`src/rtl/qdec_pkg.sv`:
```
`default_nettype none
// ============================================================================
// Module   : qdec_pkg
// Brief    : Shared types, parameter limits and helpers for the quad decoder.
// Revision : 1.0 - initial release
// ============================================================================

package qdec_pkg;

    typedef enum logic {
        RES_X1 = 1'b0,
        RES_X2 = 1'b1
    } qdec_res_e;

    localparam int c_NCH_MIN   = 1;
    localparam int c_NCH_MAX   = 8;
    localparam int c_CNT_W_MIN = 4;
    localparam int c_CNT_W_MAX = 16;
    localparam int c_SYNC_MIN  = 2;
    localparam int c_SYNC_MAX  = 3;

    // A single channel still needs a one-bit select so the port never collapses.
    function automatic int adr_width(input int n);
        return (n > 1) ? $clog2(n) : 1;
    endfunction

    function automatic bit params_ok(input int nch, input int cnt_w, input int sync);
        return (nch   >= c_NCH_MIN)   && (nch   <= c_NCH_MAX)   &&
               (cnt_w >= c_CNT_W_MIN) && (cnt_w <= c_CNT_W_MAX) &&
               (sync  >= c_SYNC_MIN)  && (sync  <= c_SYNC_MAX);
    endfunction

endpackage

`default_nettype wire

```
`src/rtl/qdec_channel.sv`:
```
`default_nettype none
// ============================================================================
// Module   : qdec_channel
// Brief    : One trackball channel: input synchronizers, edge detect and
//            signed position counter with sticky movement flag.
//            Define QDEC_SATURATE_EN to clamp the counter at its signed limits.
// Revision : 1.0 - initial release
// ============================================================================

module qdec_channel
    import qdec_pkg::*;
#(
    parameter int CNT_W       = 8,
    parameter int SYNC_STAGES = 2
) (
    input  logic             GCLK,
    input  logic             reset_n,
    input  logic             i_qclk,
    input  logic             i_qdir,
    input  qdec_res_e        i_res_mode,
    input  logic             i_clr,
    output logic [CNT_W-1:0] o_count,
    output logic             o_moved
);

    logic [SYNC_STAGES-1:0] r_clk_sync;
    logic [SYNC_STAGES-1:0] r_dir_sync;
    logic                   r_clk_hist;
    logic [CNT_W-1:0]       r_count;
    logic                   r_moved;

    logic                   w_clk_s;
    logic                   w_dir_s;
    logic                   w_rise;
    logic                   w_fall;
    logic                   w_event;
    logic [CNT_W-1:0]       w_base;
    logic [CNT_W-1:0]       w_next;

`ifdef QDEC_SATURATE_EN
    localparam logic [CNT_W-1:0] c_CNT_MAX = {1'b0, {(CNT_W-1){1'b1}}};
    localparam logic [CNT_W-1:0] c_CNT_MIN = {1'b1, {(CNT_W-1){1'b0}}};
`endif

    assign w_clk_s = r_clk_sync[SYNC_STAGES-1];
    assign w_dir_s = r_dir_sync[SYNC_STAGES-1];
    assign w_rise  = w_clk_s & ~r_clk_hist;
    assign w_fall  = ~w_clk_s & r_clk_hist;
    assign w_event = w_rise | ((i_res_mode == RES_X2) & w_fall);

    // A clearing read in the event cycle restarts from zero, so the event still lands.
    always_comb begin
        w_base = i_clr ? '0 : r_count;
        w_next = w_base;
`ifdef QDEC_SATURATE_EN
        if (w_dir_s) begin
            if (w_base != c_CNT_MAX) w_next = w_base + CNT_W'(1);
        end else begin
            if (w_base != c_CNT_MIN) w_next = w_base - CNT_W'(1);
        end
`else
        if (w_dir_s) w_next = w_base + CNT_W'(1);
        else         w_next = w_base - CNT_W'(1);
`endif
    end

    always_ff @(posedge GCLK or negedge reset_n) begin
        if (!reset_n) begin
            r_clk_sync <= '0;
            r_dir_sync <= '0;
            r_clk_hist <= 1'b0;
            r_count    <= '0;
            r_moved    <= 1'b0;
        end else begin
            r_clk_sync <= {r_clk_sync[SYNC_STAGES-2:0], i_qclk};
            r_dir_sync <= {r_dir_sync[SYNC_STAGES-2:0], i_qdir};
            r_clk_hist <= w_clk_s;

            if (w_event)    r_count <= w_next;
            else if (i_clr) r_count <= '0;

            // Clamped events still count as movement.
            if (w_event)    r_moved <= 1'b1;
            else if (i_clr) r_moved <= 1'b0;
        end
    end

    assign o_count = r_count;
    assign o_moved = r_moved;

endmodule

`default_nettype wire

```
`src/rtl/quad_decoder.sv`:
```
`default_nettype none
// ============================================================================
// Module   : quad_decoder
// Brief    : Multi-channel trackball clock/direction decoder with a
//            single-port read/clear interface and movement interrupt.
//            Define QDEC_SATURATE_EN to clamp counters instead of wrapping.
// Revision : 1.0 - initial release
// ============================================================================

module quad_decoder
    import qdec_pkg::*;
#(
    parameter int NCH         = 4,
    parameter int CNT_W       = 8,
    parameter int SYNC_STAGES = 2
) (
    input  logic                        GCLK,
    input  logic                        reset_n,
    input  logic [NCH-1:0]              qclk,
    input  logic [NCH-1:0]              qdir,
    input  logic                        resoln,
    input  logic                        rd_req,
    input  logic [adr_width(NCH)-1:0]   rd_adr,
    input  logic                        rd_clr,
    output logic                        rd_ack,
    output logic [CNT_W-1:0]            rd_data,
    output logic [NCH-1:0]              moved,
    output logic                        irq
);

    localparam int ADR_W = adr_width(NCH);

    generate
        if (!params_ok(NCH, CNT_W, SYNC_STAGES)) begin : g_param_err
            $error("quad_decoder: NCH, CNT_W or SYNC_STAGES out of range");
        end
    endgenerate

    qdec_res_e          w_res_mode;
    logic [CNT_W-1:0]   w_count [NCH];
    logic [NCH-1:0]     w_clr;
    logic [CNT_W-1:0]   w_rd_sel;

    logic               r_rd_ack;
    logic [CNT_W-1:0]   r_rd_data;

    assign w_res_mode = qdec_res_e'(resoln);

    generate
        for (genvar i = 0; i < NCH; i++) begin : g_ch
            assign w_clr[i] = rd_req & rd_clr & (rd_adr == ADR_W'(i));

            qdec_channel #(
                .CNT_W       (CNT_W),
                .SYNC_STAGES (SYNC_STAGES)
            ) u_channel (
                .GCLK       (GCLK),
                .reset_n    (reset_n),
                .i_qclk     (qclk[i]),
                .i_qdir     (qdir[i]),
                .i_res_mode (w_res_mode),
                .i_clr      (w_clr[i]),
                .o_count    (w_count[i]),
                .o_moved    (moved[i])
            );
        end
    endgenerate

    // Addresses beyond the last channel match nothing and read back as zero.
    always_comb begin
        w_rd_sel = '0;
        for (int i = 0; i < NCH; i++) begin
            if (rd_adr == ADR_W'(i)) w_rd_sel = w_count[i];
        end
    end

    always_ff @(posedge GCLK or negedge reset_n) begin
        if (!reset_n) begin
            r_rd_ack  <= 1'b0;
            r_rd_data <= '0;
        end else begin
            r_rd_ack <= rd_req;
            if (rd_req) r_rd_data <= w_rd_sel;
        end
    end

    assign rd_ack  = r_rd_ack;
    assign rd_data = r_rd_data;
    assign irq     = |moved;

endmodule

`default_nettype wire

```
`config.mk`:
```
export PLATFORM = sky130hd
export DESIGN_NAME = quad_decoder
export DESIGN_NICKNAME = d
export VERILOG_FILES = /design/src/rtl/qdec_pkg.sv /design/src/rtl/qdec_channel.sv /design/src/rtl/quad_decoder.sv
export SDC_FILE = /design/constraint.sdc
export NUM_CORES = 1
export LEC_CHECK = 0
export BUFFER_PORTS_ARGS = -buffer_cell sky130_fd_sc_hd__buf_2
export CAP_MARGIN = 20
export CORE_UTILIZATION = 55
export DETAILED_ROUTE_END_ITERATION = 8
export GPL_TIMING_DRIVEN = 0
export PLACE_DENSITY = 0.74
export SKIP_LAST_GASP = 1
export SYNTH_ARGS = -nofsm -noshare
export SYNTH_HDL_FRONTEND = slang
export SYNTH_SLANG_ARGS = --single-unit
```
`constraint.sdc`:
```
create_clock -name GCLK -period 2.15 [get_ports GCLK]
set_input_delay 0.3225 -clock GCLK [delete_from_list [all_inputs] [get_ports GCLK]]
set_output_delay 0.3225 -clock GCLK [all_outputs]
set_load 0.03 [all_outputs]
```
After elaboration in Yosys (flattened, before gate mapping)
Index checks and enable logic that the tools add are counted.
Word-level totals
  flip-flop bits (word level): 65
  input port bits: 15
  output and inout bits: 14
  word-level logic and storage cells: 92
Cells by class
  $add $sub $neg: 8
  eq/ne operators: 3
  mux-type cells: 24
  bitwise gates (word level): 29
  reduce and logical (&&, ||, !) cells: 6
Operators by type and width (count)
  two-way mux 8 bit: 16
  adder 8 x 1 -> 8 bit, second input constant: 4
  subtractor 8 x 1 -> 8 bit, second input constant: 4
  AND 1 bit: 17
  two-way mux 1 bit: 8
  NOT 1 bit: 8
  nonzero test 2 bit: 4
  == test 2 bit, second input constant: 2
  OR 1 bit: 4
  OR reduction 4 bit: 1
  == test 2 x 1 -> 1 bit, second input constant: 1
  zero test 2 bit: 1

Depth between registers and ports, before layout
Gate-level depths: netlist (run 1).
  word-level depth: 6
  mapped depth: 10

Cells and area by module
Synthesis (run 1) repeated with hierarchy kept, for this count alone.
Unflattened totals
  cell total of the unflattened synthesis: 353
  area, all modules: 3852.4 sq um
By module, submodules not included
  qdec_channel: times used 4, cells each 75, area an instance 817.0 sq um, sequential area each 350.3 sq um
  quad_decoder: times used 1, cells each 53, area an instance 584.3 sq um, sequential area each 225.2 sq um

Least setup slack after synthesis (run 1)
No wires, ideal clock.
  kind: input port to flip-flop
  start point: input rd_adr[1]
  end point: register g_ch[0].u_channel.r_count[7]
  setup time: 71 ps
  arrival time: 2461 ps
  required time: 2079 ps
  path slack: -381 ps
  cell stages on the path: 9
  buffers on the path: 1
  cell sequence: nand4bb_1 > clkbuf_1 > and2_1 > ha_1 > and3_1 > a221oi_2 > nor3_1 > or4b_1 > nand4_1
Between the ends
  word-level cells in the longest chain between the ends: 6
  elaborated cells on any way between the ends: 7
Ends and longest elaborated chain
  from (decl): RTL line quad_decoder.sv:23  | input logic [adr_width(NCH)-1:0] rd_adr,
  zero test 2 bit *: RTL line quad_decoder.sv:51  | assign w_clr[i] = rd_req & rd_clr & (rd_adr == ADR_W'(i));
  AND 1 bit *: RTL line quad_decoder.sv:51
  two-way mux 8 bit *: RTL line qdec_channel.sv:53  | w_base = i_clr ? '0 : r_count;
  subtractor 8 x 1 -> 8 bit / adder 8 x 1 -> 8 bit (equally long branches): RTL line qdec_channel.sv:63, qdec_channel.sv:62
  two-way mux 8 bit: RTL line qdec_channel.sv:62  | if (w_dir_s) w_next = w_base + CNT_W'(1);
  two-way mux 8 bit *: RTL line qdec_channel.sv:79  | if (w_event) r_count <= w_next;
  to (signal assigned): RTL line qdec_channel.sv:79
  to (decl): RTL line qdec_channel.sv:29  | logic [CNT_W-1:0] r_count;
Mark *: on every way between the ends. The rest lies on a longest branch, timed or not.
A chain may end at the register's enable or synchronous reset.

Worst setup path in the final report (run 1)
  start point: register g_ch[2].u_channel.r_dir_sync[1]
  end point: register g_ch[2].u_channel.r_count[7]
Between the ends
  word-level cells in the longest chain between the ends: 2
Ends and longest elaborated chain
  from (decl): RTL line qdec_channel.sv:27  | logic [SYNC_STAGES-1:0] r_dir_sync;
  from (signal assigned): RTL line qdec_channel.sv:76  | r_dir_sync <= {r_dir_sync[SYNC_STAGES-2:0], i_qdir};
  two-way mux 8 bit: RTL line qdec_channel.sv:62
  two-way mux 8 bit: RTL line qdec_channel.sv:79
  to (signal assigned): RTL line qdec_channel.sv:79
  to (decl): RTL line qdec_channel.sv:29
Every way passes these cells.

==> results.yml, run 1 <==
sta:
  relSlewSlack: 0.392
  finalSetupViolCount: 2
  setup_slack_ps: -77.7
  fin_skew_ps: 5.98
  worstMarginPinSlew_ps: 887
  finalCritPeriodShare: 1.04
  hold_viol: 0
  fmaxAchievable_ghz: 0.449
  slew_viol_final: 0
  timing.hold.ws_ps: 61.4
  fin_crit_ps: 2230
  rsz0062_at_grt: "true"
critical_path:
  worstPathArrival_ps: 2450
  crit_fanout: 4
  startpoint_type: "flip-flop"
  setup.reg_to_reg.worst_slack_ps: -80
  worst_ep_required_time_ps: 2370
  criticalPathCategory: "reg2reg"
  worstRegToRegCells: 8
  r2r_end: "g_ch[2].u_channel.o_count[7]$_DFF_PN0_"
  r2r-start: "g_ch[2].u_channel.r_dir_sync[1]$_DFF_PN0_"
  crit_path_end_kind: "flip-flop"
placement:
  dp_slack_ps: -632
  dp_hpwl_um: 6060
  place_congestion: 0.866
  io_buffers: 28
  dp.cells: 481
final_layout:
  syn_to_final_growth_pct: 34.0
  final-instance-count-excl-fill: 548
  antenna_cells: 0
  final_core_util: 0.771
  nets: 494
  drive_above_1_share: 0.427
outcome:
  violations: "setup timing"
  status: "finished, violations left"
logic_synthesis:
  synth_cell_type_count: 47
  synth-seq-cells: 65
  synth_most_common_cell: "dfrtp_1"
  synth_edf_count: 0
  syn_nets: 404
  synth_top_area_frac: 0.414
  syn_avg_cell_area_um2: 11.0
  synth_seq_area_share: 0.414
  ys.flop_type: "dfrtp_1"
  yosysWarningCount: 0
  netlist_area_um2: 3930
  synth_area_leader_cell: "dfrtp_1"
  synthTopCellsByArea: "dfrtp_1 41%, ha_1 8.9%, mux4_2 4.6%"
  synth-async-reset-ratio: 1.00
  synth_commonest_cells: "65 x dfrtp_1, 33 x nand2_1, 28 x and2_1, 28 x ha_1, 20 x o21ai_0"
  synth_cells: 357
global_route:
  antenna_found_initial: 0
  grt_pass1_wl_um: 15400
  grt_overflow: 0
  grt_max_degree: 66
  grtUsageTotal: 0.278
  grt_pass1_vias: 3052
routing:
  via_per_inst: 5.79
  wl_per_cell_um: 17.6
  vias: 3171
  dr.pass1.iters: 4
  drt-initial-drc-count: 125
  ant_nets: 0
  wl_um: 9650
  post-route-drc-count: 0
clock_tree:
  cts_buffer_depth: 2
  cts_tree: "yes"
  clock_sinks: 65
  clk_latency_ps: 350
  htree_num_levels: 3
  root_buffer: "clkbuf_8"
  clk_pin_slew_worst_paths_ps: 80
  numCtsBuffers: 9
die:
  core_um2: 6830
  die_y_um: 86.5
  start_util: 0.575
  die_w_um: 86.5
  dieArea_um2: 7480
  io_pins: 29
  num_rows: 30
run:
  cap_violations: 0
power:
  p_leak_nw: 2.23
  vdd_drop_max_v: 0.000723
  power_density_nw_per_um2: 1320
min_path:
  min_path_type: "in2async"
[cell type report]
cell class	count	area, um2
timing repair inverter	2	12.5
buffer	15	141
tap	96	120
clock buffer	10	138
multi-input combinational	271	2530
clock inverter	6	115
fill	448	1570
timing repair buffer	77	539
sequential	65	1630
inverter	6	37.5
[sequential cells by signal (all words and copies together), names as in the netlist]
name and count:
g_ch.u_channel.r_dir_sync 8, rd_data 8, rd_ack 1, g_ch.u_channel.r_clk_hist 4, g_ch.u_channel.r_clk_sync 8, g_ch.u_channel.o_count 32
g_ch.u_channel.o_moved 4
[worst max path at each step]
| stage | slack, ps | startpoint | to | cells after the start |
|---|---|---|---|---|
| after floorplan | -130 | rd_adr[1] | g_ch[1].u_channel.o_count[7]$_DFF_PN0_ | 10 |
| after global placement | -590 | rd_adr[1] | g_ch[1].u_channel.o_count[7]$_DFF_PN0_ | 11 |
| after detailed placement | -630 | rd_adr[1] | g_ch[1].u_channel.o_count[7]$_DFF_PN0_ | 11 |
| after CTS | -130 | g_ch[2].u_channel.r_dir_sync[1]$_DFF_PN0_ | g_ch[2].u_channel.o_count[7]$_DFF_PN0_ | 7 |
| after global routing | -140 | g_ch[2].u_channel.r_dir_sync[1]$_DFF_PN0_ | g_ch[2].u_channel.o_count[7]$_DFF_PN0_ | 8 |
| final | -80 | g_ch[2].u_channel.r_dir_sync[1]$_DFF_PN0_ | g_ch[2].u_channel.o_count[7]$_DFF_PN0_ | 8 |
[stage by stage]
step	setup TNS, ps	total power, mW	instance area (um2)
global route	-417	7.45	5270
floorplan	-575	4.46	4210
CTS	-137	6.64	5040
global placement	-6300	5.01	4470
detailed placement	-6870	5.13	4480
finish	-122	6.97	5270
[critical path: stages (launching register included)]
cell and delay [ps]:
dfrtp_2 390, buf_4 140, clkinvlp_4 150, buf_4 170
ha_1 230, a21oi_1 210, o21ai_2 110, o2111a_1 250
or4b_1 450
[cells by family (layout without fill, tap and decap cells)]
logic type / count (synthesis) / after routing / synth area share
AND/OR/NAND/NOR: 122 / 122 / 0.183
AO/OA/AOI/OAI: 71 / 71 / 0.126
flip-flops: 65 / 65 / 0.414
adder cells (fa/ha/maj): 32 / 32 / 0.110
multiplexers: 26 / 26 / 0.0962
buffers and inverters: 21 / 116 / 0.0268
XOR/XNOR: 20 / 20 / 0.0446
[metal layers]
layer	GRT usage	share of wire	vias to the layer above
met2	0.439	0.49	72
met3	0.0629	0.044	12
met1	0.366	0.44	1582
met5	0	0	-
li1	-	-	1505
met4	0.129	0.024	0
[report_power, final]
group | total, mW | switching [mW] | internal [mW]
Clock | 1.31 | 0.508 | 0.806
Sequential | 1.92 | 0.294 | 1.63
Combinational | 3.73 | 1.82 | 1.91
Total | 6.97 | 2.63 | 4.34
[what timing repair did]
item | in CTS | in global routing
gates resized for setup | 15 | 23
pin swaps | 19 | 20
setup buffers | 31 | 17
gates cloned | 3 | 0
hold buffers | 0 | 0
endpoints found under the setup margin | 11 | 10
[cells in the final DEF (no fill, tap or decap), drive strengths merged, types with 5 or more instances in the layout]
master | synthesis | routed
dfrtp | 65 | 65
nand3 | 7 | 7
mux2 | 14 | 14
mux4 | 8 | 8
clkinvlp | 0 | 7
o21ai | 22 | 22
nor2 | 10 | 10
xnor2 | 15 | 15
and3 | 5 | 5
a21oi | 17 | 17
or4b | 5 | 5
buf | 7 | 83
and2 | 28 | 28
nand2 | 33 | 33
nand4 | 6 | 6
clkbuf | 8 | 19
xor2 | 5 | 5
nor3b | 7 | 7
ha | 28 | 28
a21o | 9 | 9
Note: power is estimated with default switching activity, not from simulation.
==> run 2, diff against run 1 <==
CORE_UTILIZATION = 57   (was 55)
PLACE_DENSITY = unset   (was 0.74)
PLACE_DENSITY_LB_ADDON = 0.25   (was unset)
clock period = 2.87 ns   (was 2.15 ns; I/O delays follow)
==> results.yml, run 2 (same netlist as run 1, synthesis figures left out) <==
routing:
  wl_um: 7900
  wl_per_cell_um: 16.5
  ant_nets: 0
  dr.pass1.iters: 4
  drt-initial-drc-count: 170
  vias: 2899
  via_per_inst: 6.05
  post-route-drc-count: 0
die:
  start_util: 0.605
  num_rows: 29
  io_pins: 29
  core_um2: 6490
  dieArea_um2: 7230
  die_y_um: 85.0
  die_w_um: 85.0
sta:
  relSlewSlack: 0.400
  hold_viol: 0
  finalCritPeriodShare: 0.970
  setup_slack_ps: 87.1
  fin_crit_ps: 2780
  timing.hold.ws_ps: 176
  fmaxAchievable_ghz: 0.359
  slew_viol_final: 0
  rsz0062_at_grt: "true"
  finalSetupTns_ps: 0
  worstMarginPinSlew_ps: 875
  finalSetupViolCount: 0
  fin_skew_ps: 6.56
clock_tree:
  cts_buffer_depth: 2
  numCtsBuffers: 9
  root_buffer: "clkbuf_8"
  clock_sinks: 65
  cts_tree: "yes"
  clk_pin_slew_worst_paths_ps: 70
  clk_latency_ps: 330
  htree_num_levels: 3
final_layout:
  antenna_cells: 0
  nets: 444
  final_cell_mix: "65 x dfrtp_1, 33 x nand2_1, 28 x and2_1, 28 x ha_1, 27 x buf_2"
  largest_register_ffs: 32
  final_common_cell: "dfrtp_1"
  final_core_util: 0.678
  design_area_um2: 4400
  final-instance-count-excl-fill: 479
  drive_above_1_share: 0.214
  syn_to_final_growth_pct: 12.0
power:
  power_density_nw_per_um2: 985
  p_total_mw: 4.33
  p_leak_nw: 1.95
  vdd_drop_max_v: 0.000426
global_route:
  grt_pass1_vias: 2884
  grt_pass1_wl_um: 13700
  antenna_found_initial: 0
  grt_overflow: 0
  grt_max_degree: 66
  grtUsageTotal: 0.244
placement:
  placed_area_um2: 4170
  dp.cells: 462
  dp_slack_ps: -302
  place_congestion: 0.837
  dp_hpwl_um: 5670
  io_buffers: 28
critical_path:
  crit_fanout: 10
  startpoint_type: "input pin"
  worst_ep_required_time_ps: 3140
  crit_path_end_kind: "flip-flop"
  worstPathArrival_ps: 3050
  criticalPathCategory: "in2reg"
min_path:
  min_path_type: "in2async"
run:
  cap_violations: 0
outcome:
  status: "finished, final reports clean"
==> run 2: changes by cell type in the layout (fill, tap and decap cells not counted), sizes merged <==
cell / delta
buf: -47
bufinv: -3
inv: +4
clkbuf: +3
clkinvlp: -7
==> run 2: cell type report <==
class | instances | area (um2)
multi-input cells | 271 | 2230
fillers | 500 | 2090
clock inverters | 2 | 10.0
well taps | 77 | 96.3
plain buffers | 15 | 86.3
clock buffers | 14 | 183
flip-flops and latches | 65 | 1630
inverters | 6 | 22.5
repair buffers | 29 | 150
==> run 2: critical path, cell delays in order <==
cell	delay (ps)
buf_2	130
nand4bb_1	320
clkbuf_2	270
and2_1	210
ha_1	350
and3_1	210
a221oi_2	330
nor3_1	170
or4b_1	540
nand4_1	110
==> run 2: worst paths after layout <==
| check | from | end | slack, ps | cells past startpoint |
|---|---|---|---|---|
| worst min register to register | g_ch[2].u_channel.r_clk_sync[0]$_DFF_PN0_ | g_ch[2].u_channel.r_clk_sync[1]$_DFF_PN0_ | 350 | 0 |
| worst max-delay path | rd_adr[1] | g_ch[0].u_channel.o_count[7]$_DFF_PN0_ | 90 | 10 |
| worst min-delay path | reset_n | rd_ack$_DFF_PN0_ | 180 | 1 |
| max in group asynchronous | reset_n | g_ch[1].u_channel.o_count[0]$_DFF_PN0_ | 2160 | 1 |
| worst max register to register | g_ch[2].u_channel.r_dir_sync[1]$_DFF_PN0_ | g_ch[2].u_channel.o_count[7]$_DFF_PN0_ | 300 | 7 |
| min in group GCLK | qclk[3] | g_ch[3].u_channel.r_clk_sync[0]$_DFF_PN0_ | 200 | 1 |
==> run 2: repair_timing <==
action / in CTS / in global routing
setup endpoints to repair: 0 / 4
setup buffers: 0 / 1
resized for setup: 0 / 9
hold buffers: 0 / 0
==> run 2: metal layers <==
metal,vias up,track usage,wire length (um)
met5,-,0,0
met4,0,0.102,138
met3,11,0.0350,301
met2,80,0.402,3860
met1,1412,0.327,3610
li1,1396,-,-
==> run 2: power breakdown <==
part / leakage (nW) / total [mW] / internal, mW / switching, mW
Sequential: 0.762 / 1.42 / 1.22 / 0.196
Clock: 0.102 / 0.739 / 0.406 / 0.333
Combinational: 1.09 / 2.18 / 1.02 / 1.16
==> run 3, diff against run 2 <==
CTS_CLUSTER_SIZE = 16   (was unset)
REMOVE_ABC_BUFFERS = 1   (was unset)
==> results.yml, run 3 (same netlist as run 1, synthesis figures left out) <==
outcome:
  status: "finished, final reports clean"
clock_tree:
  cts_tree: "yes"
  clock_sinks: 65
  holdBufCountCts: 0
  cts_buffer_depth: 2
  htree_num_levels: 3
  clk_pin_slew_worst_paths_ps: 70
  root_buffer: "clkbuf_8"
  clk_latency_ps: 350
  numCtsBuffers: 9
routing:
  via_per_inst: 6.02
  post-route-drc-count: 0
  wl_um: 7860
  wl_per_cell_um: 16.7
  dr.pass1.iters: 4
  drt-initial-drc-count: 152
  ant_nets: 0
  vias: 2836
global_route:
  grtUsageTotal: 0.240
  grt_use_met2: 0.386
  grt_pass1_vias: 2745
  grt_use_met3: 0.0642
  grt_overflow: 0
  grt_pass1_wl_um: 13100
  grt.busiest_layer: "met2"
  grt_use_met1: 0.314
  grt_max_degree: 66
  antenna_found_initial: 0
die:
  die_w_um: 85.0
  start_util: 0.605
  dieArea_um2: 7230
  num_rows: 29
  io_pins: 29
  die_y_um: 85.0
  core_um2: 6490
sta:
  fin_skew_ps: 9.33
  fin_crit_ps: 2700
  slew_viol_final: 0
  timing.hold.ws_ps: 178
  hold_viol: 0
  fmaxAchievable_ghz: 0.370
  worstMarginPinSlew_ps: 948
  finalCritPeriodShare: 0.941
  finalSetupViolCount: 0
  relSlewSlack: 0.350
power:
  power_frac_comb: 0.482
  swShare: 0.386
  internal_power_mw: 2.70
  clkPwrFrac: 0.195
  p_leak_nw: 1.94
  vdd_drop_max_v: 0.000498
  p_total_mw: 4.40
  p_seq_frac: 0.323
  power_density_nw_per_um2: 1000
  switching_power_mw: 1.70
final_layout:
  final_core_util: 0.675
  syn_to_final_growth_pct: 11.6
  nets: 436
  largest_register_ffs: 32
  antenna_cells: 0
  final_cell_mix: "65 x dfrtp_1, 33 x nand2_1, 28 x and2_1, 28 x ha_1, 26 x buf_2"
  design_area_um2: 4380
  final_common_cell: "dfrtp_1"
  drive_above_1_share: 0.213
placement:
  place_congestion: 0.811
  io_buffers: 28
  dp_hpwl_um: 5550
  placed_area_um2: 4110
critical_path:
  crit_path_end_kind: "flip-flop"
  worstPathArrival_ps: 2980
  worstRegToRegCells: 7
  startpoint_type: "input pin"
  crit_fanout: 13
  criticalPathCategory: "in2reg"
  worst_ep_required_time_ps: 3150
min_path:
  min_path_type: "in2async"
run:
  cap_violations: 0
## run 3: changes by cell type in the layout (fill, tap and decap cells not counted), sizes merged
| cell | change |
|---|---|
| buf | -1 |
| clkinv | +2 |
| bufinv | +2 |
| clkinvlp | +1 |
| clkbuf | -12 |
## run 3: power groups by stage
| stage | clock, mW | combinational, mW | sequential [mW] |
|---|---|---|---|
| after floorplan | 0 | 1.58 | 1.47 |
| after global placement | 0 | 2.01 | 1.42 |
| after detailed placement | 0 | 2.10 | 1.43 |
| after CTS | 0.884 | 2.11 | 1.42 |
| after global routing | 0.921 | 2.37 | 1.46 |
| final | 0.859 | 2.12 | 1.42 |
## run 3: metal layers
layer / wire (um) / vias to the layer above / share of wire
met3: 409 / 7 / 0.052
met2: 3770 / 63 / 0.48
met5: 0 / - / 0
met4: 122 / 0 / 0.016
li1: - / 1381 / -
met1: 3560 / 1385 / 0.45
## run 3: final cells by class
type / count / area (um2)
well taps: 77 / 96.3
multi-input cells: 271 / 2210
repair buffers: 36 / 205
inverters: 6 / 22.5
flip-flops and latches: 65 / 1630
clock inverters: 7 / 95.1
clock buffers: 9 / 124
fillers: 474 / 2110
## run 3: through the flow
step,setup slack (ps),setup TNS [ps],instances
finish,171,0,471
global route,-13.9,-13.9,471
CTS,4.54,0,468
detailed placement,-554,-3780,450
global placement,-453,-2990,447
floorplan,195,0,342
## run 3: worst max-delay path, cell delays in order
cell and delay (ps):
buf_2 210, nand4bb_4 390, and2_1 270, ha_1 340, and3_1 200, a221oi_2 330, nor3_1 160, or4b_1 520
nand4_1 110
## run 3: final timing paths
path / slack, ps / endpoint / from
worst max-delay path: 170 / g_ch[0].u_channel.o_count[7]$_DFF_PN0_ / rd_adr[1]
worst min-delay path: 180 / g_ch[2].u_channel.o_count[1]$_DFF_PN0_ / reset_n
worst max register to register: 300 / g_ch[2].u_channel.o_count[7]$_DFF_PN0_ / g_ch[2].u_channel.r_dir_sync[1]$_DFF_PN0_
worst min register to register: 350 / g_ch[0].u_channel.r_clk_sync[1]$_DFF_PN0_ / g_ch[0].u_channel.r_clk_sync[0]$_DFF_PN0_
max in group asynchronous: 2170 / g_ch[2].u_channel.r_clk_hist$_DFF_PN0_ / reset_n
min in group GCLK: 180 / g_ch[2].u_channel.r_clk_sync[0]$_DFF_PN0_ / qclk[2]
## run 3: repair_timing
| item | 4_1_cts | 5_1_grt |
|---|---|---|
| pin swaps | 1 | 1 |
| resized for setup | 1 | 2 |
| buffers inserted | 2 | 3 |
| setup endpoints to repair | 3 | 6 |
